$ cat src/rtl/omr_pkg.sv
// omr_pkg: shared types and width helpers for the OMR sheet scorer.
// The FSM state enum, the per-question answer class and the width
// functions live here so that the interface, the classifier and the top
// all size their signals identically.
package omr_pkg;

    typedef enum logic [1:0] {
        IDLE = 2'd0,
        SCAN = 2'd1,
        DONE = 2'd2
    } omr_state_e;

    typedef enum logic [1:0] {
        BLANK   = 2'd0,
        CORRECT = 2'd1,
        WRONG   = 2'd2,
        INVALID = 2'd3
    } omr_class_e;

    // Width of one per-class counter: it must hold the value nq.
    function automatic int omr_cw(input int nq);
        return $clog2(nq + 1);
    endfunction

    // Width of the signed score: counter width, plus room for the point
    // multiplier, plus a sign bit.
    function automatic int omr_sw(input int nq, input int pos_pts, input int neg_pts);
        return omr_cw(nq) + $clog2(pos_pts + neg_pts + 1) + 1;
    endfunction

    // Width of the question index. It is never allowed to be zero.
    function automatic int omr_qw(input int nq);
        return (nq > 1) ? $clog2(nq) : 1;
    endfunction

endpackage

$ cat src/rtl/omr_scorer_if.sv
// omr_scorer_if: groups the request and the result signals of the scorer.
// The master drives start, key_in and resp_in. The slave returns the
// status and the graded counts.
interface omr_scorer_if #(
    parameter int NQ      = 10,
    parameter int NOPT    = 4,
    parameter int POS_PTS = 1,
    parameter int NEG_PTS = 1
);
    import omr_pkg::*;

    localparam int CW = omr_cw(NQ);
    localparam int SW = omr_sw(NQ, POS_PTS, NEG_PTS);

    logic                 start;
    logic [NQ*NOPT-1:0]   key_in;
    logic [NQ*NOPT-1:0]   resp_in;
    logic                 busy;
    logic                 done;
    logic [CW-1:0]        correct_cnt;
    logic [CW-1:0]        wrong_cnt;
    logic [CW-1:0]        blank_cnt;
    logic [CW-1:0]        invalid_cnt;
    logic signed [SW-1:0] score;
    logic                 key_err;

    modport master (
        output start, key_in, resp_in,
        input  busy, done, correct_cnt, wrong_cnt, blank_cnt, invalid_cnt,
               score, key_err
    );

    modport slave (
        input  start, key_in, resp_in,
        output busy, done, correct_cnt, wrong_cnt, blank_cnt, invalid_cnt,
               score, key_err
    );

endinterface

$ cat src/rtl/omr_q_classify.sv
// omr_q_classify: purely combinational grading of a single question.
// The response is checked first. A blank or multi-marked response is
// classed as BLANK or INVALID whatever the key holds. A single mark is
// CORRECT only when the key is one-hot and equal to it.
module omr_q_classify
    import omr_pkg::*;
#(
    parameter int NOPT = 4
) (
    input  logic [NOPT-1:0] key,
    input  logic [NOPT-1:0] resp,
    output omr_class_e      cls,
    output logic            key_bad
);

    logic key_onehot;
    logic resp_multi;

    // Perform the one-hot tests (x & (x-1) clears the lowest set bit) and select the class.
    always_comb begin
        key_onehot = (key != '0) && ((key & (key - NOPT'(1))) == '0);
        resp_multi = ((resp & (resp - NOPT'(1))) != '0);
        key_bad    = !key_onehot;
        cls        = BLANK;
        if (resp == '0) begin
            cls = BLANK;
        end else if (resp_multi) begin
            cls = INVALID;
        end else if (key_onehot && (resp == key)) begin
            cls = CORRECT;
        end else begin
            cls = WRONG;
        end
    end

endmodule

$ cat src/rtl/omr_scorer.sv
// omr_scorer: grades one OMR sheet per start request, one question per cycle.
// The key and the response are snapshotted when start is accepted. The scan
// then walks questions 0..NQ-1. The score is produced on the DONE cycle and
// is held with the counters until the next start is accepted.
// Optional feature: define OMR_NEG_MARK_EN to deduct NEG_PTS for each wrong
// or invalid answer. Without it the score is POS_PTS * correct_cnt.
module omr_scorer
    import omr_pkg::*;
#(
    parameter int NQ      = 10,
    parameter int NOPT    = 4,
    parameter int POS_PTS = 1,
    parameter int NEG_PTS = 1
) (
    input  logic         clk,
    input  logic         reset_n,
    omr_scorer_if.slave  bus
);

    localparam int CW = omr_cw(NQ);
    localparam int SW = omr_sw(NQ, POS_PTS, NEG_PTS);
    localparam int QW = omr_qw(NQ);
    localparam int NB = NQ * NOPT;

    omr_state_e           state_q,   state_d;
    logic [QW-1:0]        idx_q,     idx_d;
    logic [NB-1:0]        key_q,     key_d;
    logic [NB-1:0]        resp_q,    resp_d;
    logic [CW-1:0]        correct_q, correct_d;
    logic [CW-1:0]        wrong_q,   wrong_d;
    logic [CW-1:0]        blank_q,   blank_d;
    logic [CW-1:0]        invalid_q, invalid_d;
    logic signed [SW-1:0] score_q,   score_d;
    logic                 key_err_q, key_err_d;

    // Split the latched sheet into per-question slots so the scan can index them.
    logic [NOPT-1:0] key_slot  [NQ];
    logic [NOPT-1:0] resp_slot [NQ];

    for (genvar gi = 0; gi < NQ; gi++) begin : g_slot
        assign key_slot[gi]  = key_q[gi*NOPT +: NOPT];
        assign resp_slot[gi] = resp_q[gi*NOPT +: NOPT];
    end

    logic [NOPT-1:0] cur_key;
    logic [NOPT-1:0] cur_resp;
    omr_class_e      cur_cls;
    logic            cur_key_bad;

    assign cur_key  = key_slot[idx_q];
    assign cur_resp = resp_slot[idx_q];

    omr_q_classify #(
        .NOPT (NOPT)
    ) u_classify (
        .key     (cur_key),
        .resp    (cur_resp),
        .cls     (cur_cls),
        .key_bad (cur_key_bad)
    );

    // Compute the next state: accept start in IDLE, tally one question per SCAN cycle, then finish.
    always_comb begin
        state_d   = state_q;
        idx_d     = idx_q;
        key_d     = key_q;
        resp_d    = resp_q;
        correct_d = correct_q;
        wrong_d   = wrong_q;
        blank_d   = blank_q;
        invalid_d = invalid_q;
        score_d   = score_q;
        key_err_d = key_err_q;

        case (state_q)
            IDLE: begin
                if (bus.start) begin
                    state_d   = SCAN;
                    idx_d     = '0;
                    key_d     = bus.key_in;
                    resp_d    = bus.resp_in;
                    correct_d = '0;
                    wrong_d   = '0;
                    blank_d   = '0;
                    invalid_d = '0;
                    score_d   = '0;
                    key_err_d = 1'b0;
                end
            end
            SCAN: begin
                case (cur_cls)
                    CORRECT: correct_d = correct_q + CW'(1);
                    WRONG:   wrong_d   = wrong_q   + CW'(1);
                    INVALID: invalid_d = invalid_q + CW'(1);
                    default: blank_d   = blank_q   + CW'(1);
                endcase
                key_err_d = key_err_q | cur_key_bad;
                if (idx_q == QW'(NQ - 1)) begin
                    // The score is formed from the final tallies, so it is valid on the DONE cycle.
                    state_d = DONE;
`ifdef OMR_NEG_MARK_EN
                    score_d = SW'(POS_PTS) * SW'(correct_d)
                            - SW'(NEG_PTS) * (SW'(wrong_d) + SW'(invalid_d));
`else
                    score_d = SW'(POS_PTS) * SW'(correct_d);
`endif
                end else begin
                    idx_d = idx_q + QW'(1);
                end
            end
            DONE: begin
                state_d = IDLE;
            end
            default: begin
                state_d = IDLE;
            end
        endcase
    end

    // State and result registers. Reset is asynchronous, so a scan in progress is dropped without a done pulse.
    always_ff @(posedge clk or negedge reset_n) begin
        if (!reset_n) begin
            state_q   <= IDLE;
            idx_q     <= '0;
            key_q     <= '0;
            resp_q    <= '0;
            correct_q <= '0;
            wrong_q   <= '0;
            blank_q   <= '0;
            invalid_q <= '0;
            score_q   <= '0;
            key_err_q <= 1'b0;
        end else begin
            state_q   <= state_d;
            idx_q     <= idx_d;
            key_q     <= key_d;
            resp_q    <= resp_d;
            correct_q <= correct_d;
            wrong_q   <= wrong_d;
            blank_q   <= blank_d;
            invalid_q <= invalid_d;
            score_q   <= score_d;
            key_err_q <= key_err_d;
        end
    end

    assign bus.busy        = (state_q != IDLE);
    assign bus.done        = (state_q == DONE);
    assign bus.correct_cnt = correct_q;
    assign bus.wrong_cnt   = wrong_q;
    assign bus.blank_cnt   = blank_q;
    assign bus.invalid_cnt = invalid_q;
    assign bus.score       = score_q;
    assign bus.key_err     = key_err_q;

endmodule

$ cat src/flat_wrapper.sv
// flat-port wrapper written by rule: the top's interface ports become plain ports
module omr_scorer_flat import omr_pkg::*;
#(
    parameter int NQ      = 10,
    parameter int NOPT    = 4,
    parameter int POS_PTS = 1,
    parameter int NEG_PTS = 1
)
  (clk, reset_n, bus_start, bus_key_in, bus_resp_in, bus_busy, bus_done, bus_correct_cnt, bus_wrong_cnt, bus_blank_cnt, bus_invalid_cnt, bus_score, bus_key_err);
  omr_scorer_if #(.NQ(NQ), .NOPT(NOPT), .POS_PTS(POS_PTS), .NEG_PTS(NEG_PTS)) bus_i ();
  input  logic clk;
  input  logic reset_n;
  input wire logic [$bits(bus_i.start)-1:0] bus_start;
  input wire logic [$bits(bus_i.key_in)-1:0] bus_key_in;
  input wire logic [$bits(bus_i.resp_in)-1:0] bus_resp_in;
  output wire logic [$bits(bus_i.busy)-1:0] bus_busy;
  output wire logic [$bits(bus_i.done)-1:0] bus_done;
  output wire logic [$bits(bus_i.correct_cnt)-1:0] bus_correct_cnt;
  output wire logic [$bits(bus_i.wrong_cnt)-1:0] bus_wrong_cnt;
  output wire logic [$bits(bus_i.blank_cnt)-1:0] bus_blank_cnt;
  output wire logic [$bits(bus_i.invalid_cnt)-1:0] bus_invalid_cnt;
  output wire logic [$bits(bus_i.score)-1:0] bus_score;
  output wire logic [$bits(bus_i.key_err)-1:0] bus_key_err;
  assign bus_i.start = bus_start;
  assign bus_i.key_in = bus_key_in;
  assign bus_i.resp_in = bus_resp_in;
  assign bus_busy = bus_i.busy;
  assign bus_done = bus_i.done;
  assign bus_correct_cnt = bus_i.correct_cnt;
  assign bus_wrong_cnt = bus_i.wrong_cnt;
  assign bus_blank_cnt = bus_i.blank_cnt;
  assign bus_invalid_cnt = bus_i.invalid_cnt;
  assign bus_score = bus_i.score;
  assign bus_key_err = bus_i.key_err;
  omr_scorer #(.NQ(NQ), .NOPT(NOPT), .POS_PTS(POS_PTS), .NEG_PTS(NEG_PTS)) u_core (.clk(clk), .reset_n(reset_n), .bus(bus_i));
endmodule
$ cat config.mk
export PLATFORM = sky130hd
export DESIGN_NAME = omr_scorer_flat
export DESIGN_NICKNAME = d
export VERILOG_FILES = /design/src/rtl/omr_pkg.sv /design/src/rtl/omr_scorer_if.sv /design/src/rtl/omr_q_classify.sv /design/src/rtl/omr_scorer.sv /design/src/flat_wrapper.sv
export SDC_FILE = /design/constraint.sdc
export NUM_CORES = 1
export LEC_CHECK = 0
export CAP_MARGIN = 0
export CORE_ASPECT_RATIO = 1.25
export CORE_MARGIN = 2
export CORE_UTILIZATION = 50
export DETAILED_ROUTE_END_ITERATION = 6
export DONT_BUFFER_PORTS = 1
export PLACE_DENSITY_LB_ADDON = 0.1
export SLEW_MARGIN = 20
export SYNTH_ARGS = -nofsm -noshare
export SYNTH_HDL_FRONTEND = slang
export SYNTH_SLANG_ARGS = --single-unit
$ cat constraint.sdc
create_clock -name clk -period 4.5 [get_ports clk]
set_clock_uncertainty 0.2 [all_clocks]
set_input_delay 1.125 -clock clk [delete_from_list [all_inputs] [get_ports clk]]
set_output_delay 1.125 -clock clk [all_outputs]
set_load 0.01 [all_outputs]
### Word-level counts from Yosys, hierarchy flattened

Index checks and enable logic that the tools add are counted.

* register bits after elaboration: 110
* input port bits: 83
* output and inout port bits: 26

* add/sub/neg operators: 7
* $lt $le $gt $ge: 1
* eq/ne operators: 13
* muxes and demuxes: 28
* bitwise logic cells: 4
* reductions and logical operators: 19

Operator list (count)
* 2-to-1 mux 4 bit: 10
* one-hot mux 4 bit (2 select lines): 5
* binary-select mux 4 bit (select 4 bit): 2
* adder 4 x 1 -> 4 bit, second input constant: 5
* AND reduction 3 bit: 5
* 2-to-1 mux 7 bit: 2
* one-hot mux 7 bit (2 select lines): 1
* 2-to-1 mux 2 bit: 5
* inequality test 2 bit, second input constant: 5
* bitwise AND 4 bit: 2
* zero test 4 bit: 2
* nonzero test 4 bit: 2
* subtractor 4 x 1 -> 4 bit, second input constant: 2
* == test 2 bit, second input constant: 3
* AND reduction 2 bit: 3
* greater-or-equal comparator 5 bit, second input constant: 1
* NOT 4 -> 5 bit: 1
* == test 2 x 1 -> 1 bit, second input constant: 2
* == test 4 bit: 1
* == test 4 bit, second input constant: 1
* one-hot mux 2 bit (2 select lines): 1
* nonzero test 2 bit: 2
* OR reduction 3 bit: 1
* logical AND 1 bit: 2
* other kinds (6): 6

### Depth between registers and ports, before layout

* word-level depth: 16
* mapped depth: 10
* gate-level depth less buffers: 8

### By module

A second synthesis with hierarchy kept.

* cells, all modules: 563
* area total of the unflattened synthesis: 5162.5 um2

By module, submodules not included
* omr_scorer: times used 1, cells each 547, area each 5041.1 um2, sequential area each 2677.6 um2
* omr_q_classify: times used 1, cells each 16, area each 121.4 um2, sequential area each 0.0 um2

### Worst setup path before layout

Ideal clock, no wire load.

* kind: reg2reg
* start point: register u_core.idx_q[0]
* end point: register u_core.wrong_q[0] (netlist: u_core.bus.wrong_cnt[0])
* arrival time: 2609 ps
* slack: 1611 ps
* cell stages (with the launch flop): 11
* path buffers: 2
* cells stage by stage: dfrtp_1 buf_6 buf_12 mux4_2 a22oi_1 o21ai_2 xnor2_1 and4_1 nor2b_2 or4_1 o211ai_2

* word-level cells in the longest chain between the ends: 15
* elaborated cells between the ends (all ways): 24
* those cells by class: add/sub (2); eq/ne (3); mux (9); bitwise (3); reduce/logical (7)

Ends and longest elaborated chain
* start: declaration: RTL line omr_scorer.sv:26 `logic [QW-1:0] idx_q, idx_d;`
* start signal: assignment: RTL line omr_scorer.sv:135 `idx_q <= idx_d;`
* NOT 4 -> 5 bit (not written as such) *: RTL line omr_scorer.sv:50, omr_scorer.sv:51
* binary-select mux 4 bit (select 4 bit): RTL line omr_scorer.sv:50 `assign cur_key = key_slot[idx_q];`
* 2-to-1 mux 4 bit (not written as such) (2 in a row): RTL line omr_scorer.sv:50
* subtractor 4 x 1 -> 4 bit: RTL line omr_q_classify.sv:21 `key_onehot = (key != '0) && ((key & (key - NOPT'(1))) == '0);`
* bitwise AND 4 bit: RTL line omr_q_classify.sv:21
* zero test 4 bit: RTL line omr_q_classify.sv:21
* logical AND 1 bit: RTL line omr_q_classify.sv:21
* logical AND 1 bit: RTL line omr_q_classify.sv:29 `end else if (key_onehot && (resp == key)) begin`
* 2-to-1 mux 2 bit: RTL line omr_q_classify.sv:29
* 2-to-1 mux 2 bit: RTL line omr_q_classify.sv:27 `end else if (resp_multi) begin`
* 2-to-1 mux 2 bit *: RTL line omr_q_classify.sv:25 `if (resp == '0) begin`
* == test 2 bit *: RTL line omr_scorer.sv:91 `case (cur_cls)`
* inequality test 2 bit (no line) *
* AND reduction 3 bit (no line) *
* end signal: assignment: RTL line omr_scorer.sv:139 `wrong_q <= wrong_d;`
* end: declaration: RTL line omr_scorer.sv:30 `logic [CW-1:0] wrong_q, wrong_d;`

Every way passes the cells marked *; elsewhere a longest branch is shown, timed or not. The select of a mux whose other input is x is not followed.
A chain may end at the register's enable or synchronous reset.

### Worst setup path after layout

Same ends and word-level chain as after synthesis.

==> reports/summary.txt <==
Post-cts gate resize count -> 0
Fin Setup TNS -> 0 ns
Sw Ratio -> 0.392
Critical R2R Launch -> u_core.idx_q[0]
CP max stage cell -> dfrtp_2
Largest net degree at the start of global routing -> 108
DR top layer -> met4
Placer Congestion -> 0.776
Net count, final -> 619
Detailed-route DRC error count -> 0
Crit share post-route -> 0.767
Synth area leaders -> dfrtp_1, nand2_1, mux4_2, mux2i_1, xnor2_1
Fin crit period -> 3.45 ns
WL met3 -> 480 um
Diode count -> 0
Most frequent cell after synthesis -> nand2_1
Logic pwr share -> 0.428
Initial antenna violation count -> 0
DR WL/cell -> 16.2 um
Die area -> 11,200 sq um
Crit-path cells -> mux4_2 > a22oi_1 > o21ai_1 > nor4b_2 > a211oi_4 > nor2b_2 > or4_1 > o211ai_2
Detailed Route WL -> 10,700 um
Hold Violations, Final -> 0
Worst endpoint data arrival time -> 3.51 ns
Worst stage delay on the critical path -> 0.92 ns
Synth area leader -> dfrtp_1
Fmax achieved -> 0.290 GHz
Pre-antenna DRT Iters -> 4
Distinct cells, synth -> 49
Clock Latency Late Sink -> 0.34 ns
Worst reg2reg path depth -> 8
# hold bufs at CTS -> 0
Port Buf Inserts -> 0
Clock Tree Buf Depth -> 2
Commonest cells in the netlist -> nand2_1, dfrtp_1, nor2_1
# IOs -> 109
DRT iter0 DRCs -> 228
DP HPWL -> 7310 um
Max-slew violation count -> 0
Wire length on met2 -> 5470 um
Std-Cell Core Area -> 10,100 sq um
M1 wire length -> 4660 um
Die Y -> 118 um
Reg2reg end -> u_core.bus.wrong_cnt[0]
Pwr/cell area -> 832 nW/um^2
Crit path kind -> reg -> reg
Post-CTS setup buffers -> 0
Min-Delay Path Depth -> 2
Slew headroom -> 0.354
Vias in the first global route -> 3,635
Ys async rst share -> 1.00
CTS sink cnt -> 107
R2R Setup Slk -> 1.05 ns
Final Cell Area -> 5520 sq um
Syn Area/Cell -> 9.48 sq um
Post-route antenna net violation count -> 0
# Max-Cap Violations -> 0
Fillers -> 934
Initial core utilization -> 0.513
GRT Residual Overflow -> 0
Routed vias -> 3,547
Area Growth Syn to Fin -> 6.35%
WP buf/inv -> 0
Die X -> 95.1 um
Hold Startpoint -> u_core.resp_q[16]
Clk pwr share -> 0.181
Reg power frac -> 0.392
GRT Util Overall -> 0.207
Synthesized flop and latch total -> 107
Leak pwr -> 0.00274 uW
Post-synthesis sequential area ratio -> 0.516
Outcome -> completed
Unrepaired setup endpoints after global routing -> no
Synth top area share -> 0.516
Post-Syn Area -> 5190 sq um
Endpoint, Worst Hold -> u_core.resp_q[16]
Synthesis Warnings -> 0
Nature of the critical path endpoint -> flop
TritonCTS clock tree -> done
Share of cells above drive strength 1 -> 0.0899
Req. time, crit path -> 4.56 ns
Primary FF master, synth -> dfrtp_1
Rows -> 41
Slew @ Worst Pin -> 0.969 ns
Synth Instances -> 547
Num CTS Buffers -> 9
CTS H-tree depth -> 3
Crit start category -> flop
Clock transition at the registers of the reported paths -> 0.06 ns
Sw power -> 1800 uW
First-pass GRT wire length -> 17,900 um
P_int -> 2790 uW
Final setup vio count -> 0
Cell family with most CP delay -> flip-flops
Post-synth EDFFs -> 0
Worst VDD drop -> 0.352 mV
Vias/cell -> 5.35
Placed cell area -> 5200 sq um
Clock root cell -> clkbuf_16
Worst Hold Class -> reg -> reg
Max FO, Critical Path -> 29
==> cell usage in the layout (no fill, tap or decap), types with 2 or more instances in the layout <==
cell and n:
xnor2_1 9, o211ai_1 3, nor2_1 17, ha_1 6, clkbuf_16 9, bufinv_16 2
a21o_1 2, nor4b_2 2, nand2_1 253, xor2_1 4, and3_1 2, o21ai_2 7
mux2i_1 11, mux4_1 2, nor2b_1 5, mux4_2 14, o21ai_0 4, a22oi_1 8
o21ai_1 7, clkbuf_1 3, nand3_1 14, nor3_1 5, a21oi_1 2, conb_1 3
inv_1 6, nand2_4 2, o31ai_1 2, a22o_1 5, dfrtp_1 106
==> logic make-up (layout without fill, tap and decap cells) <==
family | Yosys count | count (layout) | synth area share
buffers and inverters | 37 | 22 | 0.0367
AO/OA/AOI/OAI | 45 | 45 | 0.0678
multiplexers | 28 | 28 | 0.0943
adder cells (fa/ha/maj) | 6 | 6 | 0.0145
XOR/XNOR | 13 | 13 | 0.0220
flip-flops | 107 | 107 | 0.516
AND/OR/NAND/NOR | 310 | 310 | 0.248
other | 1 | 3 | 0.000723
==> power by group through the flow <==
stage	logic, uW	clock network (uW)	registers [uW]
floorplan	1800	0	1620
global placement	1920	0	1810
detailed placement	1980	0	1820
CTS	1990	848	1810
global route	2240	893	1870
finish	1960	828	1800
==> worst max-delay path by stage <==
| stage | slack, ns | startpoint | cells past startpoint | end |
|---|---|---|---|---|
| global placement | 1.15 | u_core.idx_q[0] | 8 | u_core.bus.wrong_cnt[0] |
| global route | 0.81 | u_core.idx_q[0] | 8 | u_core.bus.wrong_cnt[0] |
| finish | 1.05 | u_core.idx_q[0] | 8 | u_core.bus.wrong_cnt[0] |
| detailed placement | 1.04 | u_core.idx_q[0] | 8 | u_core.bus.wrong_cnt[0] |
| CTS | 1.02 | u_core.idx_q[0] | 8 | u_core.bus.wrong_cnt[0] |
| floorplan | 1.61 | u_core.idx_q[0] | 10 | u_core.bus.wrong_cnt[0] |
==> worst min-delay path: stages, from the launching register on <==
cell and delay [ns]:
dfrtp_1 0.34, nand2_1 0.05, nand2_1 0.05
==> per-layer routing <==
layer | track usage | vias up
met5 | 0 | -
li1 | - | 1762
met4 | 0.0652 | 0
met3 | 0.0359 | 7
met2 | 0.334 | 77
met1 | 0.284 | 1701
==> stage by stage <==
stage               utilization  power, uW  instances  hold slack [ns]  setup WS [ns]
finish                    0.546       4590        663            0.268           1.05
global route              0.546       5000        663            0.256          0.813
CTS                       0.546       4640        663            0.265           1.02
detailed placement        0.515       3800        648            0.257           1.04
global placement          0.515       3720        648            0.251           1.15
floorplan                     -       3420        549            0.237           1.61
==> registers in the layout, indices dropped and copies added, names as in the netlist <==
register / flops
u_core.idx_q: 4
u_core.bus.wrong_cnt: 4
u_core.state_q: 2
u_core.bus.invalid_cnt: 4
u_core.resp_q: 40
u_core.key_q: 40
u_core.bus.score: 4
u_core.bus.correct_cnt: 4
u_core.bus.blank_cnt: 4
u_core.bus.key_err: 1
==> layout make-up <==
class                           count  area, sq um  area share
Sequential cell                   107         2680       0.486
Multi-Input combinational cell    405         2330       0.423
Clock buffer                       13          250      0.0454
Tap cell                          129          161      0.0293
Clock inverter                      2         60.1      0.0109
Inverter                            6         22.5     0.00408
Timing Repair Buffer                1         7.51     0.00136
Power figures use the tool's default switching activity.
